<file path="config.mk">
export PLATFORM = sky130hd
export DESIGN_NAME = mux4x1_tx_flat
export DESIGN_NICKNAME = d
export VERILOG_FILES = /design/src/rtl/mux_tx_defs.sv /design/src/rtl/mux4x1_tx_if.sv /design/src/rtl/mux4x1_tx_contador_fase.sv /design/src/rtl/mux4x1_tx.sv /design/src/flat_wrapper.sv
export SDC_FILE = /design/constraint.sdc
export NUM_CORES = 1
export LEC_CHECK = 0
export ABC_AREA = 1
export ABC_CLOCK_PERIOD_IN_PS = 3000
export BUFFER_PORTS_ARGS = -buffer_cell sky130_fd_sc_hd__buf_4
export CAP_MARGIN = 30
export CORE_MARGIN = 2
export CORE_UTILIZATION = 58
export CTS_CLUSTER_SIZE = 14
export DETAILED_ROUTE_END_ITERATION = 6
export GPL_TIMING_DRIVEN = 1
export PLACE_DENSITY_LB_ADDON = 0.3
export SETUP_SLACK_MARGIN = 0.4
export SYNTH_ARGS = -nofsm -noshare
export SYNTH_HDL_FRONTEND = slang
export SYNTH_HIERARCHICAL = 1
export SYNTH_SLANG_ARGS = --single-unit
</file>
<file path="constraint.sdc">
create_clock -name clk_4f -period 3 [get_ports clk_4f]
set_input_delay 0.6 -clock clk_4f [delete_from_list [all_inputs] [get_ports clk_4f]]
set_output_delay 0.6 -clock clk_4f [all_outputs]
set_load 0.01 [all_outputs]
</file>
<file path="src/rtl/mux_tx_defs.sv">
// rtl/mux_tx_defs.sv - shared constants and types for the 4-lane TX byte multiplexer
package mux_tx_defs;

    localparam int          NUM_LANES     = 4;
    localparam int          FASE_W        = 2;
    localparam logic [7:0]  COMMA_K285    = 8'hBC;
    localparam logic [7:0]  IDLE_BYTE_DEF = 8'h00;

    typedef logic [FASE_W-1:0] fase_t;

    // Lane index emitted on an edge whose pre-increment phase is fase.
    function automatic fase_t lane_sel(input fase_t fase);
        return fase - fase_t'(1);
    endfunction

    function automatic fase_t fase_next(input fase_t fase);
        return fase + fase_t'(1);
    endfunction

endpackage

</file>
<file path="src/rtl/mux4x1_tx_if.sv">
// rtl/mux4x1_tx_if.sv - lane inputs and serial output bundle of the TX byte multiplexer
interface mux4x1_tx_if #(
    parameter int BW = 8
);
    logic [BW-1:0] Entrada0;
    logic [BW-1:0] Entrada1;
    logic [BW-1:0] Entrada2;
    logic [BW-1:0] Entrada3;
    logic          validEntrada0;
    logic          validEntrada1;
    logic          validEntrada2;
    logic          validEntrada3;
    logic [BW-1:0] Salida;
    logic          validSalida;
    logic          inicio_trama;

    modport master (
        output Entrada0, Entrada1, Entrada2, Entrada3,
        output validEntrada0, validEntrada1, validEntrada2, validEntrada3,
        input  Salida, validSalida, inicio_trama
    );

    modport slave (
        input  Entrada0, Entrada1, Entrada2, Entrada3,
        input  validEntrada0, validEntrada1, validEntrada2, validEntrada3,
        output Salida, validSalida, inicio_trama
    );

endinterface

</file>
<file path="src/rtl/mux4x1_tx_contador_fase.sv">
// rtl/mux4x1_tx_contador_fase.sv - wrapping frame phase counter with a phase-zero strobe
module contador_fase
    import mux_tx_defs::*;
(
    input  logic  clk_i,
    input  logic  resetn_i,
    output fase_t fase_o,
    output logic  fase_cero_o
);

    fase_t fase_q;
    fase_t fase_d;

    always_comb begin
        fase_d = fase_next(fase_q);
    end

    always_ff @(posedge clk_i) begin
        if (!resetn_i) begin
            fase_q <= '0;
        end else begin
            fase_q <= fase_d;
        end
    end

    assign fase_o      = fase_q;
    assign fase_cero_o = (fase_q == '0);

endmodule

</file>
<file path="src/rtl/mux4x1_tx.sv">
// rtl/mux4x1_tx.sv - serialises four byte lanes into one stream, one lane per cycle
// Optional MUX_IDLE_COMMA_EN: invalid slots carry the K28.5 comma instead of IDLE_BYTE.
module mux4x1_tx
    import mux_tx_defs::*;
#(
    parameter int            BW        = 8,
    parameter logic [BW-1:0] IDLE_BYTE = BW'(IDLE_BYTE_DEF)
) (
    input  logic        clk_4f,
    input  logic        reset,
    mux4x1_tx_if.slave  bus
);

`ifdef MUX_IDLE_COMMA_EN
    localparam logic [BW-1:0] FILL_BYTE = BW'(COMMA_K285);

    if (BW != 8) begin : g_bw_check
        $error("mux4x1_tx: BW must be 8 when the comma fill is enabled");
    end
`else
    localparam logic [BW-1:0] FILL_BYTE = IDLE_BYTE;
`endif

    logic [BW-1:0] lane_data  [NUM_LANES];
    logic          lane_valid [NUM_LANES];

    assign lane_data[0]  = bus.Entrada0;
    assign lane_data[1]  = bus.Entrada1;
    assign lane_data[2]  = bus.Entrada2;
    assign lane_data[3]  = bus.Entrada3;
    assign lane_valid[0] = bus.validEntrada0;
    assign lane_valid[1] = bus.validEntrada1;
    assign lane_valid[2] = bus.validEntrada2;
    assign lane_valid[3] = bus.validEntrada3;

    fase_t fase;
    logic  fase_cero;
    fase_t sel;

    contador_fase u_contador_fase (
        .clk_i       (clk_4f),
        .resetn_i    (reset),
        .fase_o      (fase),
        .fase_cero_o (fase_cero)
    );

    assign sel = lane_sel(fase);

    logic [BW-1:0] buf_q  [NUM_LANES];
    logic [BW-1:0] buf_d  [NUM_LANES];
    logic          vbuf_q [NUM_LANES];
    logic          vbuf_d [NUM_LANES];
    logic [BW-1:0] salida_q;
    logic [BW-1:0] salida_d;
    logic          valid_q;
    logic          valid_d;
    logic          inicio_q;
    logic          inicio_d;

    // Emission reads the buffer before this edge's capture lands, so the lane-3
    // slot of the old frame and the capture of the new frame share one edge.
    always_comb begin
        for (int k = 0; k < NUM_LANES; k++) begin
            buf_d[k]  = buf_q[k];
            vbuf_d[k] = vbuf_q[k];
        end
        if (fase_cero) begin
            for (int k = 0; k < NUM_LANES; k++) begin
                buf_d[k]  = lane_data[k];
                vbuf_d[k] = lane_valid[k];
            end
        end
        salida_d = vbuf_q[sel] ? buf_q[sel] : FILL_BYTE;
        valid_d  = vbuf_q[sel];
        inicio_d = (sel == '0);
    end

    always_ff @(posedge clk_4f) begin
        if (!reset) begin
            for (int k = 0; k < NUM_LANES; k++) begin
                buf_q[k]  <= '0;
                vbuf_q[k] <= 1'b0;
            end
            salida_q <= IDLE_BYTE;
            valid_q  <= 1'b0;
            inicio_q <= 1'b0;
        end else begin
            for (int k = 0; k < NUM_LANES; k++) begin
                buf_q[k]  <= buf_d[k];
                vbuf_q[k] <= vbuf_d[k];
            end
            salida_q <= salida_d;
            valid_q  <= valid_d;
            inicio_q <= inicio_d;
        end
    end

    assign bus.Salida       = salida_q;
    assign bus.validSalida  = valid_q;
    assign bus.inicio_trama = inicio_q;

endmodule
</file>
<file path="src/flat_wrapper.sv">
// flat-port wrapper written by rule: the top's interface ports become plain ports
module mux4x1_tx_flat import mux_tx_defs::*;
#(
    parameter int            BW        = 8,
    parameter logic [BW-1:0] IDLE_BYTE = BW'(IDLE_BYTE_DEF)
)
  (clk_4f, reset, bus_Entrada0, bus_Entrada1, bus_Entrada2, bus_Entrada3, bus_validEntrada0, bus_validEntrada1, bus_validEntrada2, bus_validEntrada3, bus_Salida, bus_validSalida, bus_inicio_trama);
  mux4x1_tx_if #(.BW(BW)) bus_i ();
  input  logic clk_4f;
  input  logic reset;
  input wire logic [$bits(bus_i.Entrada0)-1:0] bus_Entrada0;
  input wire logic [$bits(bus_i.Entrada1)-1:0] bus_Entrada1;
  input wire logic [$bits(bus_i.Entrada2)-1:0] bus_Entrada2;
  input wire logic [$bits(bus_i.Entrada3)-1:0] bus_Entrada3;
  input wire logic [$bits(bus_i.validEntrada0)-1:0] bus_validEntrada0;
  input wire logic [$bits(bus_i.validEntrada1)-1:0] bus_validEntrada1;
  input wire logic [$bits(bus_i.validEntrada2)-1:0] bus_validEntrada2;
  input wire logic [$bits(bus_i.validEntrada3)-1:0] bus_validEntrada3;
  output wire logic [$bits(bus_i.Salida)-1:0] bus_Salida;
  output wire logic [$bits(bus_i.validSalida)-1:0] bus_validSalida;
  output wire logic [$bits(bus_i.inicio_trama)-1:0] bus_inicio_trama;
  assign bus_i.Entrada0 = bus_Entrada0;
  assign bus_i.Entrada1 = bus_Entrada1;
  assign bus_i.Entrada2 = bus_Entrada2;
  assign bus_i.Entrada3 = bus_Entrada3;
  assign bus_i.validEntrada0 = bus_validEntrada0;
  assign bus_i.validEntrada1 = bus_validEntrada1;
  assign bus_i.validEntrada2 = bus_validEntrada2;
  assign bus_i.validEntrada3 = bus_validEntrada3;
  assign bus_Salida = bus_i.Salida;
  assign bus_validSalida = bus_i.validSalida;
  assign bus_inicio_trama = bus_i.inicio_trama;
  mux4x1_tx #(.BW(BW), .IDLE_BYTE(IDLE_BYTE)) u_core (.clk_4f(clk_4f), .reset(reset), .bus(bus_i));
endmodule
</file>
==> summary.txt <==
Run status
  • Status: finished, final reports clean

Pwr
  • Clock power share: 26.6%
  • Switching share of power: 24.8%
  • Sequential group share of total power: 56.1%
  • NetSw: 0.355 mW
  • Worst vdd ir: 384 uV
  • Power Internal: 1.08 mW
  • Power after layout: 1.43 mW
  • Power Density: 538 nW/um^2
  • Comb pwr share: 17.3%
  • Leak: 1.44 nW

Worst setup path
  • Critical path's largest stage delay: 430 ps
  • WP buf/inv: 3
  • CP arrival: 1840 ps
  • Worst path cell trace: buf_4 > inv_1 > ha_1 > or2_1 > buf_4
  • Critical-path maximum fanout: 36
  • Classification of the worst setup path: register to register
  • Critical path endpoint category: register
  • Most numerous cell on the critical path: buf_4
  • CP required: 3010 ps
  • Startpoint Class: register
  • Slowest CP cell: dfxtp_1
  • Worst path top cell family by delay: buffers and inverters

Clocking
  • CTS buffer count: 5
  • H-tree levels: 2
  • Clk pin slew, worst setup/hold paths: 80 ps
  • Clk sink count: 48
  • CTS tree: done
  • Clk buf depth: 2
  • Hold-fix buffers, CTS: 0
  • Root Driver: clkbuf_8
  • Post-CTS Resized: 0
  • Worst-Skew Late Latency: 290 ps
  • Post-CTS Setup Inserts: 0

Final layout
  • Layout cells sized above 1: 21.2%
  • Number of diodes: 0
  • Commonest cells after routing, fill and taps aside: inv_1 (85), buf_4 (50), nand2_1 (43)
  • Final #Nets: 350
  • Area grow syn2layout: 20.9%
  • Commonest non-fill, non-tap cell in the layout: inv_1

STA
  • Final Cycle Share: 61.0%
  • Setup TNS: 0 ps
  • Max_slew headroom: 71.1%
  • Fmax: 547 MHz
  • Worst Skew: 4.76 ps
  • RSZ-0062 raised after global routing: false
  • Endpoints failing hold: 0
  • Period minus WS final: 1830 ps
  • Tightest Pin Transition: 434 ps
  • Final count of negative-setup-slack endpoints: 0
  • Fin. max-slew vios: 0

Synth
  • Post-synth EDFFs: 33
  • Post-synth top area share: 45.0%
  • Gate Count Post-Synth: 261
  • Synth Area in Adders: 1.14%
  • Synthesized area per cell: 8.43 um^2
  • Synth Area in Compound Gates: 0.682%
  • Dominant synthesized flop cell: edfxtp_1
  • Biggest area consumer among synthesized cells: edfxtp_1
  • Synthesized cell area: 2200 um^2
  • Sequential share of the synthesized area: 58.7%
  • Syn Nets: 301
  • #FFs+latches synth: 48
  • XOR/XNOR Fraction of Synth Area: 0%
  • Synth cell types: 17
  • Mux cell area share after synthesis: 0%
  • Synth Area in Simple Gates: 21.4%
  • Asr flop ratio synth: 0%
  • Largest family of logic cells by synthesized area: simple AND/OR/NAND/NOR gates
  • Top post-synthesis cells by area: edfxtp_1 (45%), inv_1 (14%), dfxtp_1 (14%)
  • Synth Warn #: 6

Routing
  • Via Count: 1598
  • Vias per cell: 4.45
  • DRC Markers: 0
  • Detailed Route WL: 3.68 mm
  • Routed Antenna Nets: 0
  • Average wire per standard cell: 10.3 um
  • First-pass detailed-route iteration total: 4
  • Drt first-iter violations: 152

Global route
  • Vias in the first global route: 1506
  • Met1 Use GR: 24.0%
  • Maximum number of pins on one net before global-route repair: 37
  • Initial antenna violation count: 0
  • Overall Global Routing Usage: 19.9%
  • First-pass GRT wire length: 6.33 mm
  • Global Route met2 Usage: 32.9%
  • Layer with the highest usage: met2
  • GR Layer Usage met3: 7.19%
  • Grt total ovfl: 0

Placed design
  • Final GP Congestion: 0.817
  • Post-DP HPWL: 2.64 mm
  • Number of port buffers: 47

Floorplan
  • Starting Density: 60.1%
  • # rows: 22
  • I/O pin total: 48
  • Die Y: 65.6 um
  • Core Region: 3660 um^2
  • Die area: 4300 um^2
  • Chip Width: 65.6 um

Hold path
  • Hold crit path type: register to register

Run
  • Maximum capacitance violations: 0
## flip-flops by register name, indices dropped and copies added (netlist names)
signal and count:
u_core/vbuf_q 4, u_core/bus.Salida 8, u_core/bus.validSalida 1, u_core/u_contador_fase/fase_o 2, u_core/buf_q 32, u_core/bus.inicio_trama 1
## cell type report
type	instances	area [um^2]
clock buffer	8	91.3
fill	310	1000
inverter	87	332
multi-input combinational	118	510
sequential	48	1290
tap	48	60.1
timing repair buffer	50	375
## through the flow
| stage | instance area, um^2 | utilization [%] | setup WS, ps | std cells | hold WS (ps) |
|---|---|---|---|---|---|
| finish | 2660 | 72.7 | 1170 | 359 | 491 |
| global route | 2660 | 72.7 | 1020 | 359 | 515 |
| CTS | 2660 | 72.7 | 1190 | 359 | 492 |
| detailed placement | 2570 | 70.2 | 1200 | 351 | 477 |
| global placement | 2570 | 70.2 | 1250 | 351 | 468 |
| floorplan | 2200 | - | 1030 | 261 | 450 |
## power by group through the flow
stage / registers (mW) / clock network [mW] / logic [mW]
final: 0.803 / 0.381 / 0.248
after global routing: 0.809 / 0.420 / 0.283
after CTS: 0.803 / 0.396 / 0.250
after detailed placement: 0.818 / 0 / 0.248
after global placement: 0.815 / 0 / 0.241
after floorplan: 0.818 / 0 / 0.161
## worst min-delay path: cells and delay by family (launching register included)
family | cells | cell delay (ps)
buffers and inverters | 1 | 60
AO/OA/AOI/OAI | 1 | 80
flip-flops | 1 | 300
## worst paths after layout
kind	from	endpoint	slack [ps]	depth (start not counted)
hold reg to reg	u_core/vbuf_q[1]	u_core/vbuf_q[1]	490	2
setup / recovery	u_core/u_contador_fase/fase_o[0]	u_core/buf_q[3][1]	1170	5
setup reg to reg	u_core/u_contador_fase/fase_o[0]	u_core/buf_q[3][1]	1170	5
hold / removal	u_core/vbuf_q[1]	u_core/vbuf_q[1]	490	2
## synth_stat cells (2+ instances only)
cell	n
inv_1	85
nand2_1	43
nor2_1	41
edfxtp_1	33
nand3_1	21
dfxtp_1	15
nand2_2	6
buf_2	3
o21ai_0	3
buf_4	2
buf_6	2
ha_1	2
## logic make-up after synthesis
family / after synthesis
AO/OA/AOI/OAI: 3
adder cells (fa/ha/maj): 2
buffers and inverters: 95
flip-flops: 48
AND/OR/NAND/NOR: 113
## per-layer routing
layer / vias up / wire [um]
met5: - / 0
met4: 0 / 38
met3: 4 / 252
met2: 57 / 1780
met1: 692 / 1610
li1: 845 / -
Note: power is estimated with default switching activity, not from simulation.
